**src/rtl/seq_alu_pkg.sv**
```systemverilog
// seq_alu_pkg: opcode and FSM state encodings shared by seq_alu and its bench.
// Rev 1.0
`default_nettype none

package seq_alu_pkg;

  typedef enum logic [2:0] {
    OP_ADD  = 3'b000,
    OP_SUB  = 3'b001,
    OP_DIV  = 3'b010,
    OP_LAND = 3'b011,
    OP_AND  = 3'b100,
    OP_OR   = 3'b101,
    OP_NAND = 3'b110,
    OP_XNOR = 3'b111
  } op_e;

  typedef enum logic [1:0] {
    IDLE = 2'd0,
    DIV  = 2'd1,
    DONE = 2'd2
  } state_e;

endpackage

`default_nettype wire

```
**src/rtl/seq_alu_div.sv**
```systemverilog
// seq_alu_div: iterative restoring divider, one quotient bit per cycle, WIDTH cycles.
// Rev 1.0
`default_nettype none

module seq_alu_div #(
  parameter int WIDTH = 8
) (
  input  logic             clk,
  input  logic             rst,
  input  logic             start,
  input  logic [WIDTH-1:0] dividend,
  input  logic [WIDTH-1:0] divisor,
  output logic             busy,
  output logic             done,
  output logic [WIDTH-1:0] quotient,
  output logic [WIDTH-1:0] remainder
);

  localparam int CNT_W = $clog2(WIDTH + 1);

  logic [WIDTH-1:0] quo_q;
  logic [WIDTH-1:0] rem_q;
  logic [WIDTH-1:0] dvs_q;
  logic [CNT_W-1:0] cnt_q;
  logic [WIDTH:0]   rem_sh;
  logic [WIDTH:0]   diff;

  // Partial remainder stays below the divisor, so one extra bit covers the shift.
  always_comb begin
    rem_sh = {rem_q, quo_q[WIDTH-1]};
    diff   = rem_sh - {1'b0, dvs_q};
  end

  always_ff @(posedge clk) begin
    if (rst) begin
      quo_q <= '0;
      rem_q <= '0;
      dvs_q <= '0;
      cnt_q <= '0;
      busy  <= 1'b0;
      done  <= 1'b0;
    end else begin
      done <= 1'b0;
      if (start && !busy) begin
        quo_q <= dividend;
        rem_q <= '0;
        dvs_q <= divisor;
        cnt_q <= CNT_W'(WIDTH);
        busy  <= 1'b1;
      end else if (busy) begin
        if (rem_sh >= {1'b0, dvs_q}) begin
          rem_q <= diff[WIDTH-1:0];
          quo_q <= {quo_q[WIDTH-2:0], 1'b1};
        end else begin
          rem_q <= rem_sh[WIDTH-1:0];
          quo_q <= {quo_q[WIDTH-2:0], 1'b0};
        end
        cnt_q <= cnt_q - CNT_W'(1);
        if (cnt_q == CNT_W'(1)) begin
          busy <= 1'b0;
          done <= 1'b1;
        end
      end
    end
  end

  assign quotient  = quo_q;
  assign remainder = rem_q;

endmodule

`default_nettype wire

```
**src/rtl/seq_alu.sv**
```systemverilog
// seq_alu: registered 8-op ALU with valid/ready handshakes and a multi-cycle divider.
// Optional remainder output enabled by SEQ_ALU_REM_EN. Rev 1.0
`default_nettype none

module seq_alu
  import seq_alu_pkg::*;
#(
  parameter int WIDTH = 8
) (
  input  logic             clk,
  input  logic             rst,
  input  logic             in_valid,
  output logic             in_ready,
  input  logic [2:0]       sel,
  input  logic [WIDTH-1:0] a,
  input  logic [WIDTH-1:0] b,
  output logic             out_valid,
  input  logic             out_ready,
  output logic [WIDTH:0]   y,
`ifdef SEQ_ALU_REM_EN
  output logic [WIDTH-1:0] rem,
`endif
  output logic             div_by_zero
);

  state_e           state;
  logic [WIDTH:0]   alu_res;
  logic             div_start;
  logic             div_busy;
  logic             div_done;
  logic [WIDTH-1:0] div_quo;
  logic [WIDTH-1:0] div_rem;

  always_comb begin
    alu_res = '0;
    case (sel)
      OP_ADD:  alu_res = {1'b0, a} + {1'b0, b};
      OP_SUB:  alu_res = {1'b0, a} - {1'b0, b};
      OP_LAND: alu_res = {{WIDTH{1'b0}}, (a != '0) && (b != '0)};
      OP_AND:  alu_res = {1'b0, a & b};
      OP_OR:   alu_res = {1'b0, a | b};
      OP_NAND: alu_res = {1'b0, ~(a & b)};
      OP_XNOR: alu_res = {1'b0, ~(a ^ b)};
      default: alu_res = '0;
    endcase
  end

  assign div_start = (state == IDLE) && in_valid && (sel == OP_DIV) && (b != '0);

  seq_alu_div #(.WIDTH(WIDTH)) u_div (
    .clk       (clk),
    .rst       (rst),
    .start     (div_start),
    .dividend  (a),
    .divisor   (b),
    .busy      (div_busy),
    .done      (div_done),
    .quotient  (div_quo),
    .remainder (div_rem)
  );

`ifndef SEQ_ALU_REM_EN
  logic rem_unused;
  assign rem_unused = ^div_rem;
`endif

  always_ff @(posedge clk) begin
    if (rst) begin
      state       <= IDLE;
      in_ready    <= 1'b1;
      out_valid   <= 1'b0;
      y           <= '0;
      div_by_zero <= 1'b0;
`ifdef SEQ_ALU_REM_EN
      rem         <= '0;
`endif
    end else begin
      case (state)
        IDLE: begin
          if (in_valid) begin
            in_ready <= 1'b0;
            if (sel == OP_DIV && b != '0) begin
              state <= DIV;
            end else if (sel == OP_DIV) begin
              y           <= '1;
              div_by_zero <= 1'b1;
              out_valid   <= 1'b1;
              state       <= DONE;
`ifdef SEQ_ALU_REM_EN
              rem         <= a;
`endif
            end else begin
              y           <= alu_res;
              div_by_zero <= 1'b0;
              out_valid   <= 1'b1;
              state       <= DONE;
`ifdef SEQ_ALU_REM_EN
              rem         <= '0;
`endif
            end
          end
        end
        DIV: begin
          if (div_done && !div_busy) begin
            y         <= {1'b0, div_quo};
            out_valid <= 1'b1;
            state     <= DONE;
`ifdef SEQ_ALU_REM_EN
            rem       <= div_rem;
`endif
          end
        end
        DONE: begin
          if (out_ready) begin
            out_valid   <= 1'b0;
            div_by_zero <= 1'b0;
            in_ready    <= 1'b1;
            state       <= IDLE;
          end
        end
        default: begin
          state     <= IDLE;
          in_ready  <= 1'b1;
          out_valid <= 1'b0;
        end
      endcase
    end
  end

endmodule

`default_nettype wire
```
**config.mk**
```make
export PLATFORM = sky130hd
export DESIGN_NAME = seq_alu
export DESIGN_NICKNAME = d
export VERILOG_FILES = /design/src/rtl/seq_alu_pkg.sv /design/src/rtl/seq_alu_div.sv /design/src/rtl/seq_alu.sv
export SDC_FILE = /design/constraint.sdc
export NUM_CORES = 1
export LEC_CHECK = 0
export ABC_AREA = 1
export CORE_AREA = 2 2 92 85
export CTS_BUF_LIST = sky130_fd_sc_hd__clkbuf_16
export DETAILED_ROUTE_END_ITERATION = 7
export DIE_AREA = 0 0 94 87
export MAX_ROUTING_LAYER = met4
export PLACE_DENSITY = 0.81
export SYNTH_ARGS = -nofsm -noshare
export SYNTH_HDL_FRONTEND = slang
export SYNTH_SLANG_ARGS = --single-unit
```
**constraint.sdc**
```tcl
create_clock -name clk -period 5.7 [get_ports clk]
set_input_delay 0.855 -clock clk [delete_from_list [all_inputs] [get_ports clk]]
set_output_delay 0.855 -clock clk [all_outputs]
set_load 0.01 [all_outputs]
```
* After elaboration in Yosys (flattened, before gate mapping) *
Cells that the tools add are included.

operators by class
  $add $sub $neg = 4
  magnitude comparators = 1
  eq/ne operators = 14
  multiplexer cells = 33
  bitwise gates (word level) = 7
  reduce and logical (&&, ||, !) cells = 22

operators by type and width
  kind                                                                   number
  9-bit case mux with 7 select lines                                     1
  9-bit 2-to-1 mux                                                       4
  8-bit 2-to-1 mux                                                       3
  9-bit case mux with 2 select lines                                     1
  8-bit inverter                                                         2
  8-bit nonzero test                                                     2
  1-bit 2-to-1 mux                                                       14
  3-bit equality test, second input constant                             4
  4-bit AND reduction                                                    3
  8-bit by 8-bit adder with 9-bit output                                 1
  9-bit by 8-bit greater-or-equal comparator with 1-bit output           1
  8-bit by 8-bit subtractor with 9-bit output                            1
  8-bit AND                                                              1
  2-bit 2-to-1 mux                                                       4
  4-bit 2-to-1 mux                                                       2
  2-bit inequality test, second input constant                           4
  8-bit OR                                                               1
  8-bit subtractor                                                       1
  8-bit bitwise XOR                                                      1
  1-bit logical AND                                                      7
  3-bit by 2-bit equality test with 1-bit output, second input constant  2
  1-bit case mux with 3 select lines                                     2
  2-bit case mux with 3 select lines                                     1
  3-bit AND reduction                                                    2
  other kinds (13)                                                       16

storage, ports and cells
  bits in registers = 44
  output and inout port bits = 12
  word-level logic and storage cells = 93

* Depth between registers and ports, before layout *
  word-level depth = 7
  gate-level depth with buffers = 17

* Cells and area by module *
Synthesis repeated with hierarchy kept, for this count alone.

second synthesis, totals
  cell total of the unflattened synthesis = 544
  area total of the unflattened synthesis = 3503.4 um2

by module, submodules not included
  module       times used  cells an instance  area an instance (um2)
  seq_alu      1           294                1788.0
  seq_alu_div  1           250                1715.4

* Worst setup path after synthesis *
OpenSTA, ideal clock, no wires.

  path kind = input to register
  from = in b[1]
  to = reg y[8]
  setup time = 70 ps
  arrival = 2601 ps
  slack = 3028 ps
  stages = 16
  path buffers = 0
  cells stage by stage = inv_1 ha_1 nand2_1 o31ai_1 xor2_1 inv_1 ha_1 nand2_1 inv_1 a21oi_1 nand2_1 nand2_1 nand3_1 nand2_1 nand2_1 a21oi_1

between the ends
  word-level cells in the longest chain between the ends = 6
  elaborated cells between the ends (all ways) = 11
  classes of those cells = add/sub (2); eq/ne (1); mux (5); reduce/logical (3)

RTL lines
  what                                                                                                          RTL line                      source
  start: declaration                                                                                            seq_alu.sv:16                 input logic [WIDTH-1:0] b,
  8-bit by 8-bit subtractor with 9-bit output / 8-bit by 8-bit adder with 9-bit output (equally long branches)  seq_alu.sv:38, seq_alu.sv:37
  9-bit case mux with 7 select lines                                                                            seq_alu.sv:36                 case (sel)
  9-bit 2-to-1 mux                                                                                              seq_alu.sv:84                 end else if (sel == OP_DIV) begin
  9-bit 2-to-1 mux                                                                                              seq_alu.sv:82                 if (sel == OP_DIV && b != '0) begin
  9-bit 2-to-1 mux                                                                                              seq_alu.sv:80                 if (in_valid) begin
  9-bit case mux with 2 select lines                                                                            seq_alu.sv:78                 case (state)
  end signal: assignment                                                                                        seq_alu.sv:93                 y <= alu_res;
  end signal: assignment                                                                                        seq_alu.sv:105                y <= {1'b0, div_quo};
  end: declaration                                                                                              seq_alu.sv:19                 output logic [WIDTH:0] y,

Several ways; a longest one is shown, not always the timed one. The select of a mux whose other input is x is not followed.
A chain may end at the register's enable or synchronous reset.

* Final worst setup path *
  from = in sel[1]
  to = reg y[7]

between the ends
  word-level cells in the longest chain between the ends = 6
  elaborated cells between the ends (all ways) = 16
  classes of those cells = eq/ne (8); mux (5); reduce/logical (3)

RTL lines
  what                                         RTL line       source
  start: declaration                           seq_alu.sv:14  input logic [2:0] sel,
  3-bit equality test (tied with other cells)  seq_alu.sv:36
  9-bit case mux with 7 select lines           seq_alu.sv:36
  9-bit 2-to-1 mux                             seq_alu.sv:84
  9-bit 2-to-1 mux                             seq_alu.sv:82
  9-bit 2-to-1 mux                             seq_alu.sv:80
  9-bit case mux with 2 select lines           seq_alu.sv:78

Several ways; a longest one is shown, not always the timed one. The select of a mux whose other input is x is not followed.

==> flow_summary_export.csv <==
group,metric,value,unit
synth,ys.flop_type,"dfxtp_1",
pwr,max-vdd-ir-drop,0.235,mV
timing,drv_slew,0,
setup_path,crit_required,5.92,ns
clocking,cts.sinks,44,
global_route,overflow,0,
setup_path,path_class,"in2reg",
timing,timing.final.ws_setup,2.34,ns
timing,hold_viol,0,
floorplanning,fp.dieArea,0.00818,mm^2
place,port_buffers,34,
run,maxCapViolCount,0,
floorplanning,core_area,0.00732,mm^2
global_route,grt_max_degree,23,
synth,synth_cell_types,35,
clocking,ctsResizeCount,0,
place,place_ws,2.13,ns
timing,max_freq,297,MHz
timing,max_slew.worst_pin.slew,0.762,ns
clocking,ctsHoldBuffers,0,
detailed_routing,drtAntennaViolNets,0,
timing,max-slew-margin-rel,0.492,
detailed_routing,drt_iter0_markers,353,
detailed_routing,first_pass_iters,6,
setup_path,endpoint_kind,"register",
cells_and_area,nets,644,
setup_path,setup.worst_path.start_class,"input port",
worst_hold_path,worstHoldPathType,"reg2reg",
detailed_routing,routedWlPerCell,13.7,um
setup_path,crit_fanout,8,
clocking,cts_tree,"yes",
global_route,grt_pass1_wl,15300,um
timing,rsz0062_at_grt,"no",
timing,period_minus_slack,3.36,ns
clocking,clockRootBuffer,"clkbuf_16",
place,hpwl,7260,um
cells_and_area,final_util,0.556,
detailed_routing,via_count,3657,
clocking,cts_setup_buffers,0,
synth,synth-seq-cells,44,
clocking,cts_max_level,2,
outcome,status,"finished, final reports clean",
pwr,pwr_density_cell,272,mW/mm^2
cells_and_area,area_growth_syn_to_layout,15.6,%
global_route,grt_pass1_vias,3375,
synth,ys_async_sr_fraction,0,
floorplanning,die-width,94,um
synth,syn-num-nets,614,
synth,ys_seq_area_frac,0.250,
timing,period_share,0.590,
floorplanning,die_y,87,um
synth,synthesis.area,0.00352,mm^2
global_route,antenna_found_initial,0,
place,dp_cells,673,
synth,syn_inst,554,
cells_and_area,drive_gt1_frac,0.0410,
global_route,track_usage,0.239,
floorplanning,io_pins,35,
detailed_routing,routed_wl,9340,um
synth,ys_warn_count,0,
setup_path,critPathArrivalTime,3.58,ns
clocking,clock_path_buffers,2,
cells_and_area,final_cells,681,
place,gp_congestion,0.963,
clocking,path_clk_slew,0.06,ns
cells_and_area,antenna_cells,0,
timing,setup_tns,0,ns
synth,synth-edff-count,0,
floorplanning,rows,30,
synth,syn_area_per_cell,6.35,um^2
floorplanning,initial_core_util,0.481,
pwr,p_leak,2.03,nW
timing,skew,0.00479,ns
detailed_routing,viasPerCell,5.37,
clocking,clkLatencyLatePin,0.28,ns
detailed_routing,drc_errors,0,
clocking,cts_made_buffers,5,
timing,setup_viol,0,
[synthesized netlist by cell type (3+ instances only)]
master | number | share of area
o211ai_1 | 8 | 0.017
nand3_1 | 51 | 0.073
buf_6 | 3 | 0.0096
inv_2 | 4 | 0.0043
nand2_1 | 137 | 0.15
inv_1 | 96 | 0.10
or2_2 | 3 | 0.0053
or2_0 | 3 | 0.0053
ha_1 | 35 | 0.12
clkbuf_1 | 4 | 0.0043
o21ai_0 | 29 | 0.041
a31oi_1 | 3 | 0.0053
xor2_1 | 9 | 0.022
dfxtp_1 | 44 | 0.25
nand4_1 | 4 | 0.0071
nor2_1 | 47 | 0.050
a21oi_1 | 44 | 0.063
nor2_2 | 4 | 0.0071
[critical path, cell delays in order]
cell	delay, ns
clkdlybuf4s50_1	0.52
nor2_2	0.33
nand2_1	0.26
o21ai_0	0.41
inv_1	0.11
ha_1	0.29
nand3_1	0.07
nand2_1	0.17
nand2_1	0.09
nand3b_1	0.09
nand3_1	0.08
nand2_1	0.11
nand2_1	0.06
a21oi_1	0.11
[per-stage QoR]
stage	hold WS (ns)	cell area, um^2	power [mW]
2_1_floorplan	0.453	3520	0.654
3_3_place_gp	0.451	3910	0.774
3_5_place_dp	0.453	3910	0.786
4_1_cts	0.465	4070	1.11
5_1_grt	0.475	4070	1.18
6_report	0.465	4070	1.11
[power breakdown]
part	switching, mW	internal (mW)	total, mW
Sequential	0.0247	0.343	0.368
Clock	0.115	0.204	0.319
Combinational	0.257	0.163	0.420
Total	0.396	0.710	1.11
[state kept, by name (all words and copies together) (netlist names)]
signal / cells
u_div.done: 1
u_div.dvs_q: 8
out_valid: 1
y: 9
u_div.quotient: 8
u_div.busy: 1
div_by_zero: 1
u_div.remainder: 8
u_div.cnt_q: 4
state: 2
in_ready: 1
[layer usage]
layer  wire, um  GRT usage  vias to the layer above
met2       4600      0.422                      145
met1       4120      0.298                     1665
met5          0          -                        -
li1           -          -                     1832
met4         67     0.0408                        0
met3        564     0.0303                       15
[cells by family (layout without fill, tap and decap cells)]
kind of cell | count (synthesis) | in the layout | share of synthesized area
buffers and inverters | 111 | 142 | 0.128
AND/OR/NAND/NOR | 259 | 259 | 0.317
flip-flops | 44 | 44 | 0.250
adder cells (fa/ha/maj) | 37 | 37 | 0.136
XOR/XNOR | 10 | 10 | 0.0249
AO/OA/AOI/OAI | 93 | 93 | 0.145
[cells in the final DEF (no fill, tap or decap), types with 9 or more instances in the layout]
cell	n
a21oi_1	44
dfxtp_1	44
xor2_1	9
nand3_1	51
nand2_1	137
clkdlybuf4s50_1	34
o21ai_0	29
inv_1	97
ha_1	35
nor2_1	47
[worst paths after layout]
path	from	to	slack, ns	depth (start not counted)
setup / recovery	sel[1]	y[7]$_SDFFE_PP0P_	2.34	14
hold / removal	out_valid$_SDFFE_PP0P_	out_valid$_SDFFE_PP0P_	0.47	2
hold reg to reg	out_valid$_SDFFE_PP0P_	out_valid$_SDFFE_PP0P_	0.47	2
setup reg to reg	u_div.busy$_SDFF_PP0_	y[6]$_SDFFE_PP0P_	3.54	7
[cell type report]
| cell class | instances | area, um^2 |
|---|---|---|
| sequential | 44 | 881 |
| multi-input combinational | 399 | 2190 |
| timing repair buffer | 34 | 340 |
| fill | 721 | 3250 |
| clock inverter | 3 | 38.8 |
| tap | 96 | 120 |
| inverter | 100 | 375 |
| clock buffer | 5 | 125 |
No activity file was read; power rests on OpenSTA's default activity.
